`src/rtl/mips_pkg.sv`:
```
// mips_pkg: definitions shared by the instruction loader and the main control
// decoder so both ends agree on opcodes and control-vector encodings.
//   - OP_*   : 6-bit MIPS primary opcodes
//   - CTRL_* : 9-bit main-decoder control vectors, bit order
//              {reg_write, reg_dest, alu_src, branch, dmem_write,
//               mem_to_reg, jump, alu_op[1:0]}
//   - loader_state_t : instruction loader FSM states
package mips_pkg;

  localparam logic [5:0] OP_RTYPE = 6'b000000;
  localparam logic [5:0] OP_LW    = 6'b100011;
  localparam logic [5:0] OP_SW    = 6'b101011;
  localparam logic [5:0] OP_BEQ   = 6'b000100;
  localparam logic [5:0] OP_ADDI  = 6'b001000;
  localparam logic [5:0] OP_J     = 6'b000010;

  localparam logic [8:0] CTRL_RTYPE = 9'b110000010;
  localparam logic [8:0] CTRL_LW    = 9'b101001000;
  localparam logic [8:0] CTRL_SW    = 9'b001010000;
  localparam logic [8:0] CTRL_BEQ   = 9'b000100001;
  localparam logic [8:0] CTRL_ADDI  = 9'b101000000;
  localparam logic [8:0] CTRL_J     = 9'b000000100;

  typedef enum logic [1:0] {
    ST_IDLE  = 2'd0,
    ST_LOAD  = 2'd1,
    ST_DONE  = 2'd2,
    ST_ERROR = 2'd3
  } loader_state_t;

endpackage

```
`src/rtl/ctrl_encoder.sv`:
```
// ctrl_encoder: combinational inverse of the main control decoder. Maps a
// decoded control vector plus register/funct/immediate fields back to a
// 32-bit MIPS instruction word.
// Ports:
//   ctrl  [8:0]  control vector (see mips_pkg bit order)
//   rs, rt, rd   register fields
//   funct [5:0]  R-type function code
//   imm   [25:0] imm[15:0] for I-type, full field as J target
//   instr [31:0] encoded word (zero when not legal)
//   legal        ctrl matched one of the supported instruction classes
module ctrl_encoder
  import mips_pkg::*;
(
  input  logic [8:0]  ctrl,
  input  logic [4:0]  rs,
  input  logic [4:0]  rt,
  input  logic [4:0]  rd,
  input  logic [5:0]  funct,
  input  logic [25:0] imm,
  output logic [31:0] instr,
  output logic        legal
);

  always_comb begin
    instr = '0;
    legal = 1'b1;
    case (ctrl)
      CTRL_RTYPE: instr = {OP_RTYPE, rs, rt, rd, 5'b00000, funct};
      CTRL_LW:    instr = {OP_LW,   rs, rt, imm[15:0]};
      CTRL_SW:    instr = {OP_SW,   rs, rt, imm[15:0]};
      CTRL_BEQ:   instr = {OP_BEQ,  rs, rt, imm[15:0]};
      CTRL_ADDI:  instr = {OP_ADDI, rs, rt, imm[15:0]};
      CTRL_J:     instr = {OP_J,    imm};
      default:    legal = 1'b0;
    endcase
  end

endmodule

```
`src/rtl/instr_loader.sv`:
```
// instr_loader: streaming instruction assembler. Each accepted control bundle
// is re-encoded into a MIPS word and written to instruction memory at
// consecutive word addresses starting from BASE_ADDR.
// Ports:
//   clk, reset (async, active high)
//   start                      begin a session from IDLE/DONE/ERROR
//   in_valid/in_ready          bundle handshake
//   in_ctrl, in_rs, in_rt, in_rd, in_funct, in_imm, in_last  bundle fields
//   imem_we/imem_addr/imem_wdata  instruction memory write port
//   busy (LOAD), done (DONE), illegal, overflow (sticky per session)
//   word_count                 words written this session
//   state                      FSM state, for observation
//
// Handshake: a bundle transfers on every rising edge where in_valid and
// in_ready are both high; in_valid may be raised at any time and the bundle
// fields must be held stable until that edge. in_ready never depends on
// in_valid.
module instr_loader
  import mips_pkg::*;
#(
  parameter int IMEM_ADDR_W = 6,
  parameter int BASE_ADDR   = 0
) (
  input  logic                   clk,
  input  logic                   reset,
  input  logic                   start,
  input  logic                   in_valid,
  output logic                   in_ready,
  input  logic [8:0]             in_ctrl,
  input  logic [4:0]             in_rs,
  input  logic [4:0]             in_rt,
  input  logic [4:0]             in_rd,
  input  logic [5:0]             in_funct,
  input  logic [25:0]            in_imm,
  input  logic                   in_last,
  output logic                   imem_we,
  output logic [IMEM_ADDR_W-1:0] imem_addr,
  output logic [31:0]            imem_wdata,
  output logic                   busy,
  output logic                   done,
  output logic                   illegal,
  output logic                   overflow,
  output logic [IMEM_ADDR_W:0]   word_count,
  output loader_state_t          state
);

  localparam int DEPTH = 2 ** IMEM_ADDR_W;
  localparam logic [IMEM_ADDR_W:0]   DEPTH_CNT = (IMEM_ADDR_W + 1)'(DEPTH);
  localparam logic [IMEM_ADDR_W-1:0] BASE_PTR  = IMEM_ADDR_W'(BASE_ADDR);

  loader_state_t state_q, state_d;

  // Write stage: holds one encoded word between acceptance and the memory write.
  logic                   wr_pend;
  logic                   wr_last;
  logic [31:0]            wr_data;
  logic [IMEM_ADDR_W-1:0] ptr;
  logic [IMEM_ADDR_W:0]   wc;
  logic                   illegal_q;
  logic                   overflow_q;

  logic [31:0]            enc_instr;
  logic                   enc_legal;
  logic [IMEM_ADDR_W:0]   occupancy;
  logic                   accept;
  logic                   accept_bad;
  logic                   start_ok;
  logic                   write_fills;

  ctrl_encoder u_enc (
    .ctrl  (in_ctrl),
    .rs    (in_rs),
    .rt    (in_rt),
    .rd    (in_rd),
    .funct (in_funct),
    .imm   (in_imm),
    .instr (enc_instr),
    .legal (enc_legal)
  );

  // Count the word still sitting in the write stage so that back-to-back
  // traffic cannot accept one beat more than memory can hold. Once the last
  // beat is in flight no further beat may slip in before the move to DONE.
  assign occupancy   = wc + {{IMEM_ADDR_W{1'b0}}, wr_pend};
  assign in_ready    = (state_q == ST_LOAD) && !(wr_pend && wr_last) &&
                       (occupancy < DEPTH_CNT);
  assign accept      = in_valid && in_ready;
  assign accept_bad  = accept && !enc_legal;
  assign start_ok    = start && (state_q != ST_LOAD);
  assign write_fills = wr_pend && (wc == DEPTH_CNT - 1'b1);

  always_ff @(posedge clk or posedge reset) begin
    if (reset) state_q <= ST_IDLE;
    else       state_q <= state_d;
  end

  always_comb begin
    state_d = state_q;
    case (state_q)
      ST_IDLE, ST_DONE, ST_ERROR: begin
        if (start) state_d = ST_LOAD;
      end
      ST_LOAD: begin
        // Illegal input outranks a completing last write; a last write
        // filling the final slot is a clean finish, not an overflow.
        if (accept_bad)              state_d = ST_ERROR;
        else if (wr_pend && wr_last) state_d = ST_DONE;
        else if (write_fills)        state_d = ST_ERROR;
      end
      default: state_d = ST_IDLE;
    endcase
  end

  always_ff @(posedge clk or posedge reset) begin
    if (reset) begin
      wr_pend    <= 1'b0;
      wr_last    <= 1'b0;
      wr_data    <= '0;
      ptr        <= BASE_PTR;
      wc         <= '0;
      illegal_q  <= 1'b0;
      overflow_q <= 1'b0;
    end else begin
      // Illegal beats are consumed without entering the write stage.
      wr_pend <= accept && enc_legal;
      if (accept && enc_legal) begin
        wr_data <= enc_instr;
        wr_last <= in_last;
      end

      if (start_ok) begin
        ptr        <= BASE_PTR;
        wc         <= '0;
        illegal_q  <= 1'b0;
        overflow_q <= 1'b0;
      end else begin
        // A write in flight when the FSM leaves LOAD still completes and counts.
        if (wr_pend) begin
          ptr <= ptr + 1'b1;
          wc  <= wc + 1'b1;
        end
        if (accept_bad) illegal_q <= 1'b1;
        if ((state_q == ST_LOAD) && write_fills && !wr_last && !accept_bad)
          overflow_q <= 1'b1;
      end
    end
  end

  assign imem_we    = wr_pend;
  assign imem_addr  = ptr;
  assign imem_wdata = wr_data;
  assign busy       = (state_q == ST_LOAD);
  assign done       = (state_q == ST_DONE);
  assign illegal    = illegal_q;
  assign overflow   = overflow_q;
  assign word_count = wc;
  assign state      = state_q;

endmodule

```
`config.mk`:
```
export PLATFORM = sky130hd
export DESIGN_NAME = instr_loader
export DESIGN_NICKNAME = d
export VERILOG_FILES = /design/src/rtl/mips_pkg.sv /design/src/rtl/ctrl_encoder.sv /design/src/rtl/instr_loader.sv
export SDC_FILE = /design/constraint.sdc
export NUM_CORES = 1
export LEC_CHECK = 0
export ABC_AREA = 1
export ABC_CLOCK_PERIOD_IN_PS = 2400
export CORE_ASPECT_RATIO = 1.4
export CORE_MARGIN = 8
export CORE_UTILIZATION = 49
export CTS_CLUSTER_SIZE = 40
export DETAILED_ROUTE_END_ITERATION = 6
export PLACE_DENSITY = 0.94
export SLEW_MARGIN = 20
export SYNTH_ARGS = -nofsm -noshare
export SYNTH_HDL_FRONTEND = slang
export SYNTH_HIERARCHICAL = 1
export SYNTH_SLANG_ARGS = --single-unit
export TNS_END_PERCENT = 10
```
`constraint.sdc`:
```
create_clock -name clk -period 2.4 [get_ports clk]
set_input_delay 0.48 -clock clk [delete_from_list [all_inputs] [get_ports clk]]
set_output_delay 0.48 -clock clk [all_outputs]
set_load 0.01 [all_outputs]
```
==> results.sh <==
export IMPL_status="complete, no violations"
export IMPL_cpPeakStageDelay_ns=0.45
export IMPL_period_minus_slack_ns=2.110
export IMPL_grt_use_met1_pct=21.89
export IMPL_placed_area_um2=4508
export IMPL_path_max_fanout=34
export IMPL_design_core_area_um2=6481
export IMPL_max_freq_mhz=474.0
export IMPL_finalHoldViolCount=0
export IMPL_grt_pass1_vias=3474
export IMPL_nNetsFinal=651
export IMPL_drv_slew=0
export IMPL_antenna_found_initial=0
export IMPL_num_vias=3488
export IMPL_cp_start_kind="primary input"
export IMPL_dp_hpwl_um=7871
export IMPL_busiest_layer="met2"
export IMPL_drt_iter0_markers=242
export IMPL_cts_buffers=5
export IMPL_gr_usage_met3_pct=3.509
export IMPL_hp_class="register to register"
export IMPL_place_gp_congestion=0.8603
export IMPL_die_y_um=112.3
export IMPL_layout_drive_gt1_share_pct=10.19
export IMPL_drc=0
export IMPL_postLayoutCellArea_um2=4604
export IMPL_clkTransAtPathRegs_ns=0.08
export IMPL_synth_top_area_share_pct=39.29
export IMPL_cts_root_buf="clkbuf_8"
export IMPL_hold_buffers=0
export IMPL_path_delay_family="simple AND/OR/NAND/NOR gates"
export IMPL_synth_seq_cells=51
export IMPL_die_w_um=84.81
export IMPL_cts_buffer_depth=2
export IMPL_antenna_cells=0
export IMPL_ir_drop_uv=288.8
export IMPL_synth_most_common_cell="nand2_1"
export IMPL_via_per_inst=5.261
export IMPL_dieArea_um2=9527
export IMPL_path_cells="clkdlybuf4s50_1 -> nor2_2 -> nand3_1 -> nor2_4 -> nor2_1 -> nand3_2 -> buf_4 -> nand2_8 -> nand2_1 -> nand2_1"
export IMPL_synth_common_cells="166 x nand2_1, 55 x nand3_1, 51 x dfrtp_1, 51 x inv_1, 43 x nor2_1"
export IMPL_ys_flop_type="dfrtp_1"
export IMPL_syn_area_um2=3248
export IMPL_p_per_area_nw_per_um2=432.4
export IMPL_critical_path_class="primary input to register"
export IMPL_multi_input_area_um2=1629
export IMPL_wl_um=9546
export IMPL_fin_util_pct=71.04
export IMPL_cts_tree="done"
export IMPL_dp_cells=654
export IMPL_p_total_mw=1.991
export IMPL_initial_utilization_pct=50.12
export IMPL_antenna_left=0
export IMPL_final_cells=663
export IMPL_required_ns=2.59
export IMPL_register_area_um2=1279
export IMPL_arrival_ns=2.30
export IMPL_grt_pass1_wl_um=16100
export IMPL_yosys_warnings=6
export IMPL_setup_viol=0
export IMPL_syn_nets=528
export IMPL_rows=35
export IMPL_overflow=0
export IMPL_seq_area_frac_synth_pct=39.29
export IMPL_maxCapViolCount=0
export IMPL_cpMostUsedCell="nand2_1"
export IMPL_wl_per_cell_um=14.40
export IMPL_grtUsageTotal_pct=20.36
export IMPL_clock_sinks=51
export IMPL_syn_avg_cell_area_um2=6.985
export IMPL_p_leak_nw=2.409
export IMPL_synth_async_reset_ratio_pct=100.0
export IMPL_grt_max_degree=52
export IMPL_syn_to_final_growth_pct=41.76
export IMPL_yosys_cell_types_count=32
export IMPL_critical_path_n_buffers_inverters=2
export IMPL_synthCells=465
export IMPL_gr_usage_met2_pct=37.53
export IMPL_synth_edf_count=0
export IMPL_setup_tns_ns=0
export IMPL_fin_worst_skew_ns=0.01044
export IMPL_clock_latency_ns=0.30
export IMPL_htree_levels=2
export IMPL_io_pins=114
export IMPL_fillers=527
export IMPL_synth_area_leaders="dfrtp_1 39%, nand2_1 19%, nand3_1 8.5%"
export IMPL_rsz0062_at_grt="false"
export IMPL_synth_top_area_cell="dfrtp_1"
export IMPL_numPortBuffers=113
export IMPL_crit_path_top_delay_cell="clkdlybuf4s50_1"
export IMPL_dr_pass1_iters=5
export IMPL_finalCritPeriodShare_pct=87.91
export IMPL_critPathCaptureType="register"
==> state kept, by name, indices dropped and copies added (netlist names) <==
name and flops:
illegal 1, imem_addr 6, imem_wdata 32, imem_we 1, overflow 1, state 2, word_count 7, wr_last 1
==> layout by cell type, fill, tap and decap left out <==
cell               n
o21bai_1           2
nor2_8             1
o21ai_0           12
dlymetal6s2s_1     1
nand2_1          166
nand2_8            1
nand3b_1           1
clkbuf_8           5
or2_2              1
nand4_1            7
nor3_1             5
and2_1             1
ha_1               2
nand3_2            2
dfrtp_2            2
dfrtp_1           49
nand3_1           55
nand3_4            1
conb_1             1
nor2_4             8
o21a_1             5
and3_1             4
a31oi_1            3
inv_2              3
clkbuf_1           2
nor2_2            12
a21oi_1            9
nor2_1            42
buf_4             20
nand2_4            1
clkinv_2           1
buf_12             2
inv_1             50
clkdlybuf4s50_1  112
==> report_power, final <==
| group | switching, mW | internal [mW] |
|---|---|---|
| registers | 0.0240 | 0.889 |
| clock network | 0.260 | 0.205 |
| logic | 0.332 | 0.281 |
| total | 0.615 | 1.38 |
==> per-layer routing <==
layer	up-vias	share of wire (%)
met1	1610	37
met3	27	6.4
met4	0	3.5
met5	-	0
li1	1699	-
met2	152	53
==> final cells by class <==
class | instances | area share [%]
multi-input combinational | 342 | 35.38
timing repair buffer | 135 | 28.75
sequential | 51 | 27.77
inverter | 53 | 4.321
tap | 74 | 2.011
clock buffer | 7 | 1.658
clock inverter | 1 | 0.1087
==> worst reg2reg max path, delay by kind of cell, from the launching register on <==
kind / cells / cell delay (ns)
buffers and inverters: 1 / 0.27
flip-flops: 1 / 0.43
AND/OR/NAND/NOR: 7 / 0.96
==> cell families after synthesis <==
group           synth area share, %
compound gates                5.431
fa+ha+maj                    0.7703
simple gates                  43.76
buf+inv                       10.63
other cells                  0.1155
flops                         39.29
==> metrics by stage <==
stage	setup slack, ns	hold WS, ns
after floorplan	0.3167	0.4636
after global placement	0.06140	0.4531
after detailed placement	-0.01836	0.4561
after CTS	0.04136	0.4700
after global routing	0.1043	0.4963
final	0.2901	0.4697
==> worst paths after layout <==
check | start | to | slack [ns] | cells past startpoint
min in group asynchronous | reset | imem_wdata[6] | 0.54 | 3
setup reg to reg | imem_we | imem_wdata[0] | 0.69 | 8
max in group asynchronous | reset | imem_we | 1.61 | 3
hold reg to reg | imem_addr[5] | imem_addr[5] | 0.47 | 1
hold / removal | imem_addr[5] | imem_addr[5] | 0.47 | 1
setup / recovery | in_ctrl[0] | imem_wdata[31] | 0.29 | 10
==> timing repair <==
item | in CTS | in global routing
gates resized for setup | 1 | 3
gates cloned | 0 | 0
endpoints found under the setup margin | 1 | 1
setup buffers | 0 | 1
Note: power is estimated with default switching activity, not from simulation.
